## src/rtl/cycle_display_pkg.sv

```systemverilog
// Shared types, constants and segment decode for the cycle count display.
// Imported by the serial BCD converter and the display driver top.
package cycle_display_pkg;

    typedef enum logic [1:0] {
        IDLE,
        SHIFT,
        LATCH
    } state_t;

    localparam int              DIGITS      = 4;
    localparam int              COUNT_W     = 14;
    localparam logic [13:0]     MAX_DISPLAY = 14'd9999;

    // Segments are {g,f,e,d,c,b,a}, active-low.
    localparam logic [6:0]      SEG_BLANK   = 7'b1111111;
    localparam logic [6:0]      SEG_DASH    = 7'b0111111;

    function automatic logic [6:0] seg_decode(input logic [3:0] d);
        logic [6:0] s;
        s = SEG_BLANK;
        case (d)
            4'd0:    s = 7'b1000000;
            4'd1:    s = 7'b1111001;
            4'd2:    s = 7'b0100100;
            4'd3:    s = 7'b0110000;
            4'd4:    s = 7'b0011001;
            4'd5:    s = 7'b0010010;
            4'd6:    s = 7'b0000010;
            4'd7:    s = 7'b1111000;
            4'd8:    s = 7'b0000000;
            4'd9:    s = 7'b0010000;
            default: s = SEG_BLANK;
        endcase
        return s;
    endfunction

endpackage

```

## src/rtl/cycle_display_driver_bcd.sv

```systemverilog
// Serial double-dabble: 14-bit binary to four BCD digits over 14 clocks.
// Ports: iClk, iRst_n, i_start, i_bin -> o_busy, o_done, o_bcd, o_ovf.
module bcd_serial_converter
    import cycle_display_pkg::*;
(
    input  logic               iClk,
    input  logic               iRst_n,
    input  logic               i_start,
    input  logic [COUNT_W-1:0] i_bin,
    output logic               o_busy,
    output logic               o_done,
    output logic [15:0]        o_bcd,
    output logic               o_ovf
);

    state_t             r_state;
    state_t             w_state_nx;
    logic [COUNT_W-1:0] r_bin;
    logic [COUNT_W-1:0] w_bin_nx;
    logic [15:0]        r_bcd;
    logic [15:0]        w_bcd_nx;
    logic [15:0]        w_adj;
    logic [3:0]         r_cnt;
    logic [3:0]         w_cnt_nx;
    logic               r_ovf;
    logic               w_ovf_nx;

    // Add-3 on every nibble that would reach >=10 after the shift.
    always_comb begin
        w_adj = r_bcd;
        for (int k = 0; k < DIGITS; k++) begin
            if (r_bcd[4*k +: 4] >= 4'd5)
                w_adj[4*k +: 4] = r_bcd[4*k +: 4] + 4'd3;
        end
    end

    always_comb begin
        w_state_nx = r_state;
        w_bin_nx   = r_bin;
        w_bcd_nx   = r_bcd;
        w_cnt_nx   = r_cnt;
        w_ovf_nx   = r_ovf;
        case (r_state)
            IDLE: begin
                if (i_start) begin
                    w_bin_nx   = i_bin;
                    w_bcd_nx   = '0;
                    w_cnt_nx   = 4'd13;
                    w_ovf_nx   = (i_bin > MAX_DISPLAY);
                    w_state_nx = SHIFT;
                end
            end
            SHIFT: begin
                w_bcd_nx = {w_adj[14:0], r_bin[COUNT_W-1]};
                w_bin_nx = {r_bin[COUNT_W-2:0], 1'b0};
                if (r_cnt == 4'd0)
                    w_state_nx = LATCH;
                else
                    w_cnt_nx = r_cnt - 4'd1;
            end
            LATCH:   w_state_nx = IDLE;
            default: w_state_nx = IDLE;
        endcase
    end

    always_ff @(posedge iClk or negedge iRst_n) begin
        if (!iRst_n) begin
            r_state <= IDLE;
            r_bin   <= '0;
            r_bcd   <= '0;
            r_cnt   <= '0;
            r_ovf   <= 1'b0;
        end else begin
            r_state <= w_state_nx;
            r_bin   <= w_bin_nx;
            r_bcd   <= w_bcd_nx;
            r_cnt   <= w_cnt_nx;
            r_ovf   <= w_ovf_nx;
        end
    end

    assign o_busy = (r_state != IDLE);
    assign o_done = (r_state == LATCH);
    assign o_bcd  = r_bcd;
    assign o_ovf  = r_ovf;

endmodule

```

## src/rtl/cycle_display_driver.sv

```systemverilog
// Samples a cycle count, converts it to BCD and scans it onto a 4-digit display.
// Ports: iClk, iRst_n, iCycles, iLoad -> oBusy, oOverflow, oSeg, oAn.
module cycle_display_driver
    import cycle_display_pkg::*;
#(
    parameter int SCAN_DIV      = 50000,
    parameter int BLANK_LEADING = 1
)(
    input  logic               iClk,
    input  logic               iRst_n,
    input  logic [COUNT_W-1:0] iCycles,
    input  logic               iLoad,
    output logic               oBusy,
    output logic               oOverflow,
    output logic [6:0]         oSeg,
    output logic [3:0]         oAn
);

    localparam int PW = (SCAN_DIV > 1) ? $clog2(SCAN_DIV) : 1;
    localparam logic [PW-1:0] PRESC_TC = PW'(SCAN_DIV - 1);

    logic [PW-1:0] r_presc;
    logic [1:0]    r_idx;
    logic [15:0]   r_digits;
    logic          r_ovf;

    logic          w_busy;
    logic          w_done;
    logic          w_conv_ovf;
    logic [15:0]   w_bcd;
    logic [3:0]    w_digit;
    logic          w_blank;
    logic [6:0]    w_seg;
    logic [3:0]    w_an;

    bcd_serial_converter u_conv (
        .iClk    (iClk),
        .iRst_n  (iRst_n),
        .i_start (iLoad),
        .i_bin   (iCycles),
        .o_busy  (w_busy),
        .o_done  (w_done),
        .o_bcd   (w_bcd),
        .o_ovf   (w_conv_ovf)
    );

    // A digit is blanked when it and every higher digit are zero.
    always_comb begin
        w_digit = r_digits[{r_idx, 2'b00} +: 4];
        w_blank = 1'b0;
        if (BLANK_LEADING != 0) begin
            case (r_idx)
                2'd3: w_blank = (r_digits[15:12] == 4'd0);
                2'd2: w_blank = (r_digits[15:8] == 8'd0);
                2'd1: w_blank = (r_digits[15:4] == 12'd0);
                default: w_blank = 1'b0;
            endcase
        end
        if (r_ovf)
            w_seg = SEG_DASH;
        else if (w_blank)
            w_seg = SEG_BLANK;
        else
            w_seg = seg_decode(w_digit);
        w_an = ~(4'b0001 << r_idx);
    end

    always_ff @(posedge iClk or negedge iRst_n) begin
        if (!iRst_n) begin
            r_presc  <= '0;
            r_idx    <= '0;
            r_digits <= '0;
            r_ovf    <= 1'b0;
            oSeg     <= SEG_BLANK;
            oAn      <= 4'b1111;
        end else begin
            if (r_presc == PRESC_TC) begin
                r_presc <= '0;
                r_idx   <= r_idx + 2'd1;
            end else begin
                r_presc <= r_presc + 1'b1;
            end
            if (w_done) begin
                r_digits <= w_bcd;
                r_ovf    <= w_conv_ovf;
            end
            oSeg <= w_seg;
            oAn  <= w_an;
        end
    end

    assign oBusy     = w_busy;
    assign oOverflow = r_ovf;

endmodule

```

## config.mk

```make
export PLATFORM = sky130hd
export DESIGN_NAME = cycle_display_driver
export DESIGN_NICKNAME = d
export VERILOG_FILES = /design/src/rtl/cycle_display_pkg.sv /design/src/rtl/cycle_display_driver_bcd.sv /design/src/rtl/cycle_display_driver.sv
export SDC_FILE = /design/constraint.sdc
export NUM_CORES = 1
export LEC_CHECK = 0
export CORE_ASPECT_RATIO = 1.4
export CORE_MARGIN = 1
export CORE_UTILIZATION = 58
export CTS_CLUSTER_SIZE = 16
export DETAILED_ROUTE_END_ITERATION = 10
export PLACE_DENSITY_LB_ADDON = 0.2
export SETUP_SLACK_MARGIN = 0.5
export SYNTH_ARGS = -nofsm -noshare
export SYNTH_HDL_FRONTEND = slang
export SYNTH_SLANG_ARGS = --single-unit
```

## constraint.sdc

```tcl
create_clock -name iClk -period 2.2 [get_ports iClk]
set_clock_uncertainty 0.15 [all_clocks]
set_input_delay 0.55 -clock iClk [delete_from_list [all_inputs] [get_ports iClk]]
set_output_delay 0.55 -clock iClk [all_outputs]
set_load 0.03 [all_outputs]
```

==> results list <==
- By area the synthesized netlist is led by sky130_fd_sc_hd__dfrtp_1, sky130_fd_sc_hd__dfstp_2, sky130_fd_sc_hd__ha_1.
- Master of the slowest instance on the critical path: sky130_fd_sc_hd__mux4_2
- CP Cell Sequence: mux4_2 > buf_4 > a21o_1 > a21oi_2 > o21ai_1
- Worst Path Class, Setup: reg -> reg
* Rows: 35
- For this run, the slowest stage of the critical path takes 620 ps.
* Synthesized Nets: roughly 420
* Power density of the placed cells: 1241 mW/mm²
- Root buf cell: sky130_fd_sc_hd__clkbuf_8
* IO Port Bufs: 29
- The die is 72.88 µm wide.
* Result of the run: completed
- Area fraction of the dominant cell type after synthesis: 44.17%
- Via count of the routed design: 3,115
* Synth unique cells: 48
- The die is 101.2 µm tall.
- The clock net in this run drives a total of 83 sinks.
- Smallest setup slack after layout: approximately 280 ps
* Clock transition at the register clock pins on the worst setup and hold paths after CTS: 90 ps
- For the worst-skew pair, the clock arrives at the later sink with an insertion delay of 360 ps.
- Total Wirelength: between 8 and 9 mm
* Arrival @ worst endpoint: 2050 ps
- Pin count of the biggest net entering global routing: 40
- Effective utilization at floorplan: 60.88%
* Layout Cells excl Fill: 551
- Post-synthesis cell count: 385
- Detailed placer's ending HPWL: between 5 and 6 mm
- The number of placed instances, taps included, is roughly 500.
- Of the cells placed in the final design, the portion with a size suffix greater than 1 is 34.20%.
- Post-synthesis area per instance: around 11 µm²
- Setup Slack @ Placement: 150.9 ps
* Register area share after synthesis: between 50 and 60%
- After routing the design area is 0.005201 mm².
- Vias in the first global route: 3,018
* Required time of the critical path: 2330 ps
* Most used flip-flop cell after synthesis: sky130_fd_sc_hd__dfrtp_1
- Summed over all instances, the cell type with the most area after synthesis is sky130_fd_sc_hd__dfrtp_1.
- The number of buffers and inverters on the critical path is 1.
- Overall global routing resource usage: 24.10%
- In this run the worst hold path is classified as reg -> reg.
* Area of the mapped netlist: 0.004079 mm²
- At the end of the flow the core is filled with cells to between 70% and 80%.
* Count of filler cells inserted in the layout: 417
- TritonCTS built the clock tree.
- Initial DRC count: 191
* Setup crit end kind: flip-flop
- Tightest Pin Transition: between 400 and 500 ps
* Max Fanout on Critical Path: 6
- Length of the first detailed-routing pass in iterations: 4
* Fraction of synthesis flops using an asynchronous set or reset pin: 100.0%
- Yosys instantiated no cell more often than sky130_fd_sc_hd__dfrtp_1.
* Max-capacitance violation count: 0
- After floorplanning, the core was sized to cover 0.006700 mm².
- First-pass GRT wire length: between 10 and 15 mm
- The count of nets left with antenna violations once routing finished came out at 0.
- Worst path top cell family by delay: multiplexers
- For this design the top-level I/O count stands at 30.
- Final setup vio count: 0
- Area added between synthesis and finish: 27.52%
- Routed length per placed instance: about 16 µm
- Diode insertion count for antenna repair: 0
- In the finished design, the share of the clock period the worst path needs comes to 87.45%.
- The synthesized design contains 0 enable-type register cells.
- At the end of the flow, the number of nets in the layout was 491.
* Highest clock rate: 519.8 MHz
- The H-tree was split into 3 levels.
- The die covers between 0.007 and 0.008 mm².
- Final critical-path required period: slightly below 2000 ps
* Number of buffers on the longest clock path: 2
- Via-to-Cell Ratio: 5.653
- Relative slew margins: 66.35%
- Ranking of synthesized cells by instance count: sky130_fd_sc_hd__dfrtp_1, sky130_fd_sc_hd__nand2_1, sky130_fd_sc_hd__o21ai_0, sky130_fd_sc_hd__inv_1, sky130_fd_sc_hd__ha_1
* Drc violations: 0
* Antenna violations before repair: 0
- Hold violation total from the final report: 0
- Leak: 0.002313 µW
* Post-placement cell area: 0.004522 mm²
* TritonCTS buffer count: 9
- The Yosys step of the flow raised 0 warnings.
- Routability cong.: 0.8082
- In the final timing run, aggregate negative setup slack is 0 ps.
- Synth Register Bits: 83
- The number of pins with negative max-slew slack in the final report is 0.
* Maximum vdd drop: 819.4 µV
- Setup repair after global routing could not meet its margin everywhere.
* Startpoint type of the worst setup path: flip-flop
- Total gr overflow: 0
==> layout make-up <==
type,instances,area (µm²),area share [%]
clock inverter,7,77.57,1.491
clock buffer,9,123.9,2.382
tap,92,115.1,2.213
multi-input combinational,262,2016,38.75
sequential,83,2098,40.34
inverter,25,96.34,1.852
timing repair buffer,73,674.4,12.97
==> per-stage QoR <==
stage / total power, µW / hold WS, ps
floorplan: 3946 / 104.4
global placement: 4508 / 302.9
detailed placement: 4611 / 309.2
CTS: 5998 / 325.3
global route: 6870 / 301.8
finish: 6457 / 290.0
==> sequential cells by signal, indices dropped and copies added (netlist names) <==
signal,flops
u_conv.r_bin,14
r_digits,16
u_conv.r_cnt,4
oSeg,7
r_presc,16
u_conv.r_state,2
oAn,4
u_conv.o_ovf,1
r_idx,2
u_conv.o_bcd,16
oOverflow,1
==> cells by family (layout without fill, tap and decap cells) <==
group | count (synthesis) | in the layout | share of synthesized area, %
buf+inv | 40 | 114 | 4.080
simple gates | 116 | 116 | 14.26
xor+xnor | 22 | 22 | 4.724
flops | 83 | 83 | 51.26
compound gates | 84 | 84 | 12.64
fa+ha+maj | 20 | 20 | 6.135
mux | 20 | 20 | 6.902
==> placed cells by master, fill, tap and decap left out, drive strengths merged, types with 3 or more instances in the layout <==
| cell type | count |
|---|---|
| nor2 | 14 |
| nand2 | 45 |
| nand2b | 12 |
| nor2b | 5 |
| o31ai | 4 |
| xnor2 | 12 |
| clkinv | 4 |
| xor2 | 10 |
| nor3 | 8 |
| inv | 26 |
| a22oi | 13 |
| a22o | 4 |
| o21ai | 44 |
| clkdlybuf4s50 | 15 |
| a21oi | 8 |
| mux4 | 5 |
| dfstp | 11 |
| and3 | 3 |
| dfrtp | 72 |
| mux2 | 12 |
| clkbuf | 9 |
| buf | 56 |
| mux2i | 3 |
| ha | 20 |
| nand3 | 18 |
==> timing repair <==
action / 4_1_cts / 5_1_grt
hold buffers: 1 / 0
buffers inserted: 16 / 16
hold endpoints to repair: 21 / 0
cloned: 0 / 1
gates resized for setup: 104 / 44
setup endpoints to repair: 30 / 50
pin swaps: 8 / 12
==> layer usage <==
metal	vias to the layer above	wire length (µm)	global-route usage, %
met1	1567	3612	29.15
met2	51	4654	41.48
met4	0	172	12.97
met5	-	0	0
met3	19	183	3.284
li1	1478	-	-
==> path summary, 6_finish.rpt <==
path / startpoint / to / slack (ps) / depth (start not counted)
worst min-delay path: oOverflow$_DFFE_PN0N_ / oSeg[6]$_DFF_PN1_ / 290 / 1
min in group asynchronous: iRst_n / r_presc[13]$_DFF_PN0_ / 540 / 2
worst max register to register: r_idx[1]$_DFFE_PN0N_ / oSeg[0]$_DFF_PN1_ / 280 / 5
worst max-delay path: r_idx[1]$_DFFE_PN0N_ / oSeg[0]$_DFF_PN1_ / 280 / 5
worst min register to register: oOverflow$_DFFE_PN0N_ / oSeg[6]$_DFF_PN1_ / 290 / 1
max in group asynchronous: iRst_n / u_conv.r_state[0]$_DFFE_PN0P_ / 790 / 3
==> power by group <==
group          internal (µW)  switching [µW]
registers               2060             403
logic                   1450            1420
clock network            532             588
total                   4040            2420
Note: power is estimated with default switching activity, not from simulation.
